==> src/rtl/estagio_busca.sv <==
`default_nettype none
// +--------------------------------------------------------------------------+
// | estagio_busca: instruction fetch with req/ack memory, IF/ID register and |
// | one-entry skid. Optional BUSCA_DESALINHADO_EN halts on misaligned target.|
// | Revision: 1.0                                                            |
// +--------------------------------------------------------------------------+
module estagio_busca #(
  parameter int             TAM      = 32,
  parameter logic [TAM-1:0] RESET_PC = 32'h0000_0000
) (
  input  logic           clock,
  input  logic           reset,
  input  logic           parada,
  input  logic           desvio,
  input  logic [TAM-1:0] alvo_desvio,
  output logic           mem_req,
  output logic [TAM-1:0] mem_endereco,
  input  logic           mem_ack,
  input  logic [TAM-1:0] mem_dado,
  output logic [TAM-1:0] pc_id,
  output logic [TAM-1:0] pc4_id,
  output logic [TAM-1:0] instrucao_id,
  output logic           valido_id
`ifdef BUSCA_DESALINHADO_EN
  ,
  output logic           erro_alinhamento
`endif
);

  localparam logic [TAM-1:0] c_PASSO = TAM'(4);

  typedef enum logic [2:0] {
    OCIOSO   = 3'd0,
    ESPERA   = 3'd1,
    RETIDO   = 3'd2,
    DESCARTA = 3'd3,
    PARADO   = 3'd4
  } estado_t;

  estado_t        r_estado, w_prox_estado;
  logic [TAM-1:0] r_pc, w_prox_pc;
  logic [TAM-1:0] r_skid_pc, r_skid_dado;
  logic [TAM-1:0] r_pc_id, r_pc4_id, r_instrucao_id;
  logic           r_valido_id;

  logic           w_aceita;
  logic           w_carrega_id, w_limpa_id, w_carrega_skid;
  logic [TAM-1:0] w_fonte_pc, w_fonte_dado;
  logic [TAM-1:0] w_alvo;

  assign w_aceita = !parada || !r_valido_id;
`ifdef BUSCA_DESALINHADO_EN
  assign w_alvo = {alvo_desvio[TAM-1:2], 2'b00};
`else
  assign w_alvo = {alvo_desvio[TAM-1:2], alvo_desvio[1:0] & 2'b00};
`endif

  always_comb begin
    w_prox_estado  = r_estado;
    w_prox_pc      = r_pc;
    w_carrega_id   = 1'b0;
    w_limpa_id     = 1'b0;
    w_carrega_skid = 1'b0;
    w_fonte_pc     = r_pc;
    w_fonte_dado   = mem_dado;
    if (r_estado == PARADO) begin
      w_limpa_id = 1'b1;
    end else if (desvio) begin
      // Redirect beats stall and ack; an in-flight request without ack must be drained.
      w_prox_pc  = w_alvo;
      w_limpa_id = 1'b1;
      case (r_estado)
        ESPERA:   w_prox_estado = mem_ack ? ESPERA : DESCARTA;
        DESCARTA: w_prox_estado = DESCARTA;
        default:  w_prox_estado = ESPERA;
      endcase
`ifdef BUSCA_DESALINHADO_EN
      if (alvo_desvio[1:0] != 2'b00) w_prox_estado = PARADO;
`endif
    end else begin
      case (r_estado)
        OCIOSO: begin
          w_prox_estado = ESPERA;
          w_limpa_id    = w_aceita;
        end
        ESPERA: begin
          if (mem_ack) begin
            w_prox_pc = r_pc + c_PASSO;
            if (w_aceita) begin
              w_carrega_id = 1'b1;
            end else begin
              w_carrega_skid = 1'b1;
              w_prox_estado  = RETIDO;
            end
          end else begin
            w_limpa_id = w_aceita;
          end
        end
        RETIDO: begin
          if (!parada) begin
            w_carrega_id  = 1'b1;
            w_fonte_pc    = r_skid_pc;
            w_fonte_dado  = r_skid_dado;
            w_prox_estado = ESPERA;
          end
        end
        DESCARTA: begin
          if (mem_ack) w_prox_estado = ESPERA;
          w_limpa_id = w_aceita;
        end
        default: w_prox_estado = r_estado;
      endcase
    end
  end

  always_ff @(posedge clock or posedge reset) begin
    if (reset) begin
      r_estado       <= OCIOSO;
      r_pc           <= RESET_PC;
      r_skid_pc      <= '0;
      r_skid_dado    <= '0;
      r_pc_id        <= '0;
      r_pc4_id       <= '0;
      r_instrucao_id <= '0;
      r_valido_id    <= 1'b0;
    end else begin
      r_estado <= w_prox_estado;
      r_pc     <= w_prox_pc;
      if (w_carrega_skid) begin
        r_skid_pc   <= r_pc;
        r_skid_dado <= mem_dado;
      end
      if (w_carrega_id) begin
        r_pc_id        <= w_fonte_pc;
        r_pc4_id       <= w_fonte_pc + c_PASSO;
        r_instrucao_id <= w_fonte_dado;
        r_valido_id    <= 1'b1;
      end else if (w_limpa_id) begin
        r_valido_id <= 1'b0;
      end
    end
  end

`ifdef BUSCA_DESALINHADO_EN
  logic r_erro;

  always_ff @(posedge clock or posedge reset) begin
    if (reset) begin
      r_erro <= 1'b0;
    end else if (r_estado != PARADO && desvio && alvo_desvio[1:0] != 2'b00) begin
      r_erro <= 1'b1;
    end
  end

  assign erro_alinhamento = r_erro;
`endif

  assign mem_req      = (r_estado == ESPERA);
  assign mem_endereco = r_pc;
  assign pc_id        = r_pc_id;
  assign pc4_id       = r_pc4_id;
  assign instrucao_id = r_instrucao_id;
  assign valido_id    = r_valido_id;

endmodule
`default_nettype wire

==> config.mk <==
export PLATFORM = sky130hd
export DESIGN_NAME = estagio_busca
export DESIGN_NICKNAME = d
export VERILOG_FILES = /design/src/rtl/estagio_busca.sv
export SDC_FILE = /design/constraint.sdc
export NUM_CORES = 1
export LEC_CHECK = 0
export ABC_AREA = 0
export CAP_MARGIN = 20
export CORE_AREA = 2 2 136 138
export CTS_BUF_LIST = sky130_fd_sc_hd__clkbuf_4
export DETAILED_ROUTE_END_ITERATION = 10
export DIE_AREA = 0 0 138 140
export HOLD_SLACK_MARGIN = 0.05
export PLACE_DENSITY_LB_ADDON = 0.1
export RECOVER_POWER = 25
export SKIP_CTS_REPAIR_TIMING = 1
export SLEW_MARGIN = 30
export SYNTH_ARGS = -nofsm -noshare
export SYNTH_HDL_FRONTEND = slang
export SYNTH_SLANG_ARGS = --single-unit
==> constraint.sdc <==
create_clock -name clock -period 8.39 [get_ports clock]
set_clock_uncertainty 0.1 [all_clocks]
set_input_delay 1.678 -clock clock [delete_from_list [all_inputs] [get_ports clock]]
set_output_delay 1.678 -clock clock [all_outputs]
set_load 0.02 [all_outputs]
==> run_results.csv <==
group,metric,value,unit
global_route,antenna_found_initial,1,
final_layout,syn_to_final_growth,24.9,%
setup_path,slowest_delay,650,ps
die,die_x,138,um
setup_path,cp_cell_sequence,"clkdlybuf4s50_1 > or3b_4 > nand2_1 > nand2_1 > ha_1 > inv_1 > nor4_1 > o22ai_2 > or4_1 > o211ai_1",
sta,fin_crit,4390,ps
global_route,grtUsageMet2,0.387,
global_route,grt_pass1_vias,7230,
synthesis,yosysWarnings,0,
setup_path,crit_type,"input pin to register",
synthesis,yosys_register_bits,187,
cts,path_clk_slew,150,ps
routing,wl_per_cell,18.2,um
setup_path,cp_max_fo,15,
synthesis,synth_area,9310,um2
final_layout,fin_util,0.654,
synthesis,synth_largest_area_cell,"dfrtp_1",
setup_path,cpMaxStageDelayCell,"clkdlybuf4s50_1",
sta,relSlewSlack,0.362,
cts,cts_buffers,17,
routing,routed_wl,24900,um
routing,dr.pass1.iters,5,
sta,drv_slew,0,
global_route,grt_use_met3,0.0691,
synthesis,synth_cell_types,57,
power_and_ir_drop,p_leak,5.03,nW
outcome,outcome,"finished clean",
setup_path,crit_path_frequent_cell,"nand2_1",
routing,ant_nets,0,
die,design.core.area,17800,um2
setup_path,critPathBufInv,2,
job,maxCapViolations,0,
sta,min_period_over_period,0.523,
global_route,grtUsageTotal,0.259,
placement,dp_hpwl,16900,um
sta,finalHoldViolations,0,
die,dieHeight,140,um
sta,worst_slew_pin_slew,948,ps
sta,setup_viol,0,
synthesis,yosysTopAreaCellShare,0.503,
min_path,min_path_type,"register to register",
final_layout,fin_nets,1202,
sta,fin_hold_ws,395,ps
global_route,grt_remaining_overflow,0,
setup_path,cp.required,8810,ps
placement,place_inst,1337,
routing,avgViaCountPerCell,5.64,
global_route,grt_start_max_net_pins,120,
global_route,grt_pass1_wl,39900,um
placement,portBuffers,190,
setup_path,cp.arrival,4810,ps
die,dieArea,19300,um2
synthesis,ys_top_cells_by_area,"dfrtp_1, nand2_1, mux2_2",
power_and_ir_drop,peakVddDrop,0.000163,V
synthesis,ys_async_sr_fraction,1.00,
sta,finalSetupTns,0,ps
placement,gp_congestion,0.914,
power_and_ir_drop,powerDensity,298,nW/um2
cts,htreeDepth,4,
final_layout,layoutNonFillerInstCount,1369,
sta,rsz0062_at_grt,"false",
cts,cts_buffer_depth,2,
cts,cts_tree,"built",
global_route,grt.busiest_layer,"met2",
cts,root_buffer,"clkbuf_4",
routing,drtIter0Drc,802,
final_layout,drive_gt1_frac,0.100,
setup_path,critPathCaptureType,"register",
die,rows,49,
synthesis,yosys-top-cells-count,"nand2_1, dfrtp_1, nor2_1",
setup_path,cp_top_family,"simple AND/OR/NAND/NOR gates",
die,ios,199,
routing,num_vias,7722,
synthesis,syn_inst,979,
setup_path,start_kind,"input pin",
synthesis,synth-edff-count,0,
synthesis,synth-seq-area-share,0.503,
synthesis,syn_area_per_cell,9.51,um2
die,initial_core_util,0.524,
sta,max_freq,0.228,GHz
cts,cts_sinks,187,
synthesis,synth-main-ff-cell,"dfrtp_1",
routing,drc,0,
global_route,gr-usage-met1,0.381,
cts,clock_latency,600,ps
synthesis,synth.most_common_cell,"nand2_1",
## state kept, by name (all words and copies together), names as in the netlist
name / count
mem_endereco: 30
r_estado: 2
valido_id: 1
pc_id: 30
r_skid_dado: 32
pc4_id: 30
instrucao_id: 32
r_skid_pc: 30
## layout by cell type (no fill, tap or decap), drive strengths merged, types with 7 or more instances in the layout
cell	n
a31oi	40
clkbuf	18
clkdlybuf4s50	187
dfrtp	187
inv	16
mux2	63
mux2i	22
nand2	214
nand3	33
nand4	19
nor2	78
nor3	21
nor4	14
o211ai	7
o21ai	76
or4	7
xnor2	24
xor2	22
## cells by family (layout without fill, tap and decap cells)
logic type,count (synthesis),count (layout),share of synthesized area
muxes,85,85,0.0999
other,1,7,0.000403
DFF,187,187,0.503
xor gates and xnor gates,46,46,0.0433
and+or+nand+nor,415,415,0.206
buffers and inverters,83,238,0.0392
adders and majority gates,6,6,0.00806
AOI/OAI and AO/OA,156,156,0.101
## final cells by class
cell class | count | area, um2
Tap cell | 229 | 287
Clock buffer | 18 | 135
Timing Repair Buffer | 195 | 1940
Clock inverter | 13 | 213
Antenna cell | 1 | 2.50
Fill cell | 1567 | 6150
Inverter | 12 | 57.6
Sequential cell | 187 | 4680
Multi-Input combinational cell | 714 | 4310
## where the power goes
part	internal [W]	switching, W
combinational	0.000665	0.000708
clock	0.000273	0.000323
sequential	0.00124	0.000257
## final timing paths
check,startpoint,end,depth (start not counted),slack (ps)
worst max-delay path,parada,pc4_id[26]$_DFFE_PP0P_,10,4000
worst min-delay path,pc4_id[21]$_DFFE_PP0P_,pc4_id[21]$_DFFE_PP0P_,2,400
worst max register to register,r_estado[0]$_DFFE_PP0P_,pc4_id[26]$_DFFE_PP0P_,11,4910
worst min register to register,pc4_id[21]$_DFFE_PP0P_,pc4_id[21]$_DFFE_PP0P_,2,400
max in group asynchronous,reset,r_skid_pc[22]$_DFFE_PP0P_,3,5610
min in group asynchronous,reset,instrucao_id[24]$_DFFE_PP0P_,2,1550
## per-layer routing
metal,vias up,part of all wire
met1,3735,0.45
met4,0,0.010
met5,-,0
met3,20,0.080
li1,3688,-
met2,279,0.45
## worst register-to-register path, cell delays in order, from the launching register on
cell      delay, ps
dfrtp_1         420
inv_1            80
ha_1            270
or3b_4          390
nand2_1         110
nand2_1          90
ha_1            320
inv_1           150
nor4_1          530
o22ai_2         280
or4_1           570
o211ai_1        100
## stage by stage
step	setup slack (ps)	area, um2	total power [W]
floorplan	1530	9330	0.00222
global placement	3250	11300	0.00286
detailed placement	3190	11300	0.00290
CTS	3850	11600	0.00349
global route	3920	11600	0.00366
finish	4000	11600	0.00347
No activity file was read; power rests on OpenSTA's default activity.
==> RTL change 1 (same settings) <==
Remove the case item `ESPERA` of the case on `r_estado`.
--- a/src/rtl/estagio_busca.sv
+++ b/src/rtl/estagio_busca.sv
@@ -85,15 +85,2 @@
         end
-        ESPERA: begin
-          if (mem_ack) begin
-            w_prox_pc = r_pc + c_PASSO;
-            if (w_aceita) begin
-              w_carrega_id = 1'b1;
-            end else begin
-              w_carrega_skid = 1'b1;
-              w_prox_estado  = RETIDO;
-            end
-          end else begin
-            w_limpa_id = w_aceita;
-          end
-        end
         RETIDO: begin
Formal check against the unedited RTL: not equivalent (Yosys sat finds a counterexample within 4 cycles, from zero or initial values and one cycle with reset high).
==> RTL change 1 against the original RTL <==
The run now ends with max-capacitance violations, max-slew violations left; sequential cell count down 62; power shrank 66%; register-to-register slack improved by 0.59 ns; via count down 66%; area after synthesis is 53% lower; combinational power shrank 92%; sequential share of layout area grew 8.3 points; first-iteration DRC count is 91% lower; global-route usage decreased by 16 points; setup slack worse by 0.65 ns; routed wire length is 62% lower; final area shrank 45%; die area did not move; critical endpoint is now pc4_id[2]$_DFFE_PP0P_; largest power group unchanged; highest routed layer unchanged.
==> RTL change 1: results (changes against the original RTL) <==
M1 wire length=4320 um (-62%); CTS clk-pin slew, worst paths=0.10 ns (-0.05 ns); initial detailed-routing violation count=72 (-91%); n_diodes=0 (-1); final std cells w/o fill=696 (-49%); largest cells by area after synthesis=dfrtp_1, nor2b_1, mux2_2, buf_4, ha_1; met3 WL=926 um (-54%); Via density=3.774 (-33%); worst slew pin tran=2.620 ns (+1.673 ns); sequential share of the synthesized area=71.96% (+22 points); GR Util met3=5.231% (-1.7 points); GRT met1 Usage=13.20% (-25 points); first-pass GRT wire length=15,680 um (-61%); vias in the first global route=2,843 (-61%); crit path max fanout=54 (+39); Syn Inst Count=289 (-70%); Worst Path Arrival=5.34 ns (+0.53 ns); critical path's slowest cell=clkbuf_1; Netlist cell types=19 (-67%); filler cell count=1,780 (+14%); Psw=0.0002850 W (-78%); H-Tree Depth=4 (unchanged); met2 wire length=3996 um (-65%); DR WL/cell=13.52 um (-26%); flip-flop count of the largest register after layout=32; combinational power=0.000112 W (-92%); clock power share=38.2% (+21 points); pre-CTS setup slack=4.113 ns (+0.9241 ns); failing checks=max-capacitance violations, max-slew violations; Synth Area in Compound Gates=0.7196% (-9.4 points); status=finished with violations; clock latency on the worst-skew pair=0.50 ns (-0.10 ns); Internal=0.0009099 W (-58%); Synth top cells by count=dfrtp_1, nor2b_1, mux2_2; Nets=529 (-56%); DR pass1 iterations=4 (-1); GRT Util Overall=10.37% (-16 points); max-cap violation count=2 (+2); Leakage=3.013 nW (-40%); Post-Synth Adder-Cell Area=1.439% (+0.63 points); commonest register cell after synthesis=dfrtp_1; Cell Area, Placed=0.006123 mm2 (-46%); post-synthesis mux area share=8.290% (-1.7 points); post-DP HPWL=6196 um (-63%); crit-path max cell delay=1.35 ns (+0.70 ns); cell family with the largest share of critical-path delay=buffers and inverters; met2 usage=14.62% (-24 points); worst hold path class=reg -> reg; clk buf depth=2 (unchanged); initial antenna violation count=0 (-1); placer congestion estimate=0.6547 (-28%); pin count of the biggest net entering global routing=67 (-44%); VDD IR max=86.83 uV (-47%); # port buffers=158 (-17%); Pins Over Slew Limit=97 (+97); Placed Cells=664 (-50%); share of cells above drive strength 1=13.06% (+3.1 points); XOR/XNOR share of the synthesized area=0% (-4.3 points)
-- RTL change 1: cell count changes after synthesis, moves of 24 or more --
cell / change
dfrtp_1: -62
mux2_2: -33
o21ai_0: -73
nor2_1: -78
clkbuf_1: -37
nor2b_1: +90
nand2_1: -214
nand3_1: -33
a31oi_1: -40
xnor2_1: -24
-- RTL change 1: layout make-up --
cell class,count,area [um2],share of cell area [%]
clock buffers,18,135.1,2.096
clock inverters,13,172.7,2.679
inverters,4,16.27,0.2523
multi-input cells,145,1080,16.75
flip-flops and latches,125,3128,48.52
well taps,229,286.5,4.445
repair buffers,162,1628,25.25
-- RTL change 1: path summary, 6_finish.rpt --
| check | from | to | slack, ns | cells after the start |
|---|---|---|---|---|
| max | desvio | pc4_id[2]$_DFFE_PP0P_ | 3.35 | 6 |
| min | pc4_id[2]$_DFFE_PP0P_ | pc4_id[2]$_DFFE_PP0P_ | 0.38 | 1 |
| max reg2reg | r_estado[0]$_DFFE_PP0P_ | pc4_id[7]$_DFFE_PP0P_ | 5.50 | 7 |
| min reg2reg | pc4_id[2]$_DFFE_PP0P_ | pc4_id[2]$_DFFE_PP0P_ | 0.38 | 1 |
| max in group asynchronous | reset | instrucao_id[27]$_DFFE_PP0P_ | 4.18 | 3 |
| min in group asynchronous | reset | instrucao_id[23]$_DFFE_PP0P_ | 2.22 | 2 |
-- RTL change 1: kinds of logic (layout without fill, tap and decap cells) --
family,after synthesis,in the layout
flip-flops,125,125
other,1,6
multiplexers,32,32
adder cells (fa/ha/maj),5,5
buffers and inverters,24,197
AO/OA/AOI/OAI,5,5
AND/OR/NAND/NOR,97,97
==> RTL change 2 (same flow settings) <==
Made on the original files. Build with the macro `BUSCA_DESALINHADO_EN` defined.
--- a/src/rtl/estagio_busca.sv
+++ b/src/rtl/estagio_busca.sv
@@ -6,2 +6,4 @@
 // +--------------------------------------------------------------------------+
+`define BUSCA_DESALINHADO_EN
+
 module estagio_busca #(
Function (old outputs only; new: erro_alinhamento): changed (Yosys sat finds a counterexample within 4 cycles, from zero or initial values and one cycle with reset high).
==> RTL change 2 against the original RTL <==
The flow now finishes with violations (max-capacitance violations, max-slew violations); routed wire length rose by 5.2%; die area did not move; critical endpoint is now pc4_id[30]$_DFFE_PP0P_; global-route usage rose by 1.2 points; largest power group is now combinational cells; power rose by 10%; final area rose by 1.6%; synthesized cell count rose by 3.4%; setup slack got worse by 1.1 ns; area after synthesis rose by 2.5%; sequential share of layout area fell by 0.22 points; sequential cell count rose by 2.
==> RTL change 2: results (changes against the original RTL) <==
M1 wire length=12,080 um (+6.8%); post-route minimum period=5.515 ns (+1.127 ns); Nets=1,226 (+2.0%); r2r startpoint=r_estado[1]$_DFFE_PP0P_; DR WL/cell=18.72 um (+3.0%); Worst R2R End=pc4_id[30]$_DFFE_PP0P_; GRT Util Overall=27.11% (+1.2 points); Multi-input gate area=0.004477 mm2 (+3.8%); CP startpoint=desvio; max-cap violation count=1 (+1); sequential share of the synthesized area=49.54% (-0.72 points); pre-CTS setup slack=2.385 ns (-0.8039 ns); Pins Over Slew Limit=115 (+115); #MultiIn Comb=735 (+2.9%); Via density=5.953 (+5.5%); Leakage=5.207 nW (+3.5%); placer congestion estimate=0.9093 (-0.53%); Final clock-cell share=2.339% (-0.65 points); Post-Syn Area per Cell=9.433 um2 (-0.80%); largest cells by area after synthesis=dfrtp_1, mux2_2, nand2_1, nor2_1, a21oi_1; met2 usage=40.41% (+1.7 points); met3 WL=1987 um (-0.25%); GRT met1 Usage=40.53% (+2.5 points); Inverters=8 (-4); filler cell count=1,505 (-4.0%); failing checks=max-capacitance violations, max-slew violations; slew margin rel.=-232.0% (-270 points); post-DP HPWL=17,810 um (+5.1%); FF/Latch Area=0.004730 mm2 (+1.1%); critical path's slowest cell=or4b_1; Worst Path Arrival=5.91 ns (+1.10 ns); final WL=26,170 um (+5.2%); R2R Setup Slk=4.45 ns (-0.46 ns); pin count of the biggest net entering global routing=115 (-4.2%); NonClk Buf Share=17.07% (+0.36 points); Signal buffers=204 (+4.6%); status=finished with violations; share of cells above drive strength 1=10.79% (+0.78 points); vias in the first global route=7,839 (+8.4%); sequential cells=189 (+1.1%); PwrDens=322.7 mW/mm2 (+8.3%); # port buffers=193 (+1.6%); Synth top cells by count=dfrtp_1, nand2_1, nor2_1; VDD IR max=186.9 uV (+15%); Cell Area, Placed=0.01154 mm2 (+2.4%); met2 wire length=11,800 um (+4.3%); GR Util met3=5.846% (-1.1 points); initial detailed-routing violation count=881 (+9.9%); first-pass GRT wire length=42,280 um (+5.9%); crit-path max cell delay=1.00 ns (+0.35 ns)
## RTL change 2: cell count changes in the layout (fill, tap and decap cells not counted), sizes merged, moves of 14 or more
cell and change:
a21oi +73, nand2 -73, nor2 +33, o21ai -34, o22ai +15, xnor2 -14
## RTL change 2: report_power, final
group / leakage, nW / total [W] / switching (W) / internal [W]
clock: 0.144 / 0.000488 / 0.000354 / 0.000133
combinational: 2.65 / 0.00175 / 0.000936 / 0.000812
sequential: 2.41 / 0.00158 / 0.000367 / 0.00121
## RTL change 2: cells by family after synthesis
kind of cell | Yosys count | share of synthesized area [%]
XOR/XNOR | 30 | 2.752
other | 1 | 0.03928
AND/OR/NAND/NOR | 377 | 18.65
adder cells (fa/ha/maj) | 2 | 0.2621
flip-flops | 189 | 49.54
buffers and inverters | 93 | 4.076
AO/OA/AOI/OAI | 233 | 14.71
multiplexers | 87 | 9.974
## RTL change 2: how the worst min path moves through the flow
stage / start / to / slack, ns / depth (start not counted)
floorplan: r_skid_pc[30]$_DFFE_PP0P_ / r_skid_pc[30]$_DFFE_PP0P_ / 0.38 / 1
global placement: pc4_id[3]$_DFFE_PP0P_ / pc4_id[3]$_DFFE_PP0P_ / 0.35 / 2
detailed placement: erro_alinhamento$_DFFE_PP0P_ / erro_alinhamento$_DFFE_PP0P_ / 0.36 / 1
CTS: pc4_id[3]$_DFFE_PP0P_ / pc4_id[3]$_DFFE_PP0P_ / 0.40 / 2
global route: pc4_id[3]$_DFFE_PP0P_ / pc4_id[3]$_DFFE_PP0P_ / 0.41 / 2
finish: pc4_id[3]$_DFFE_PP0P_ / pc4_id[3]$_DFFE_PP0P_ / 0.40 / 2
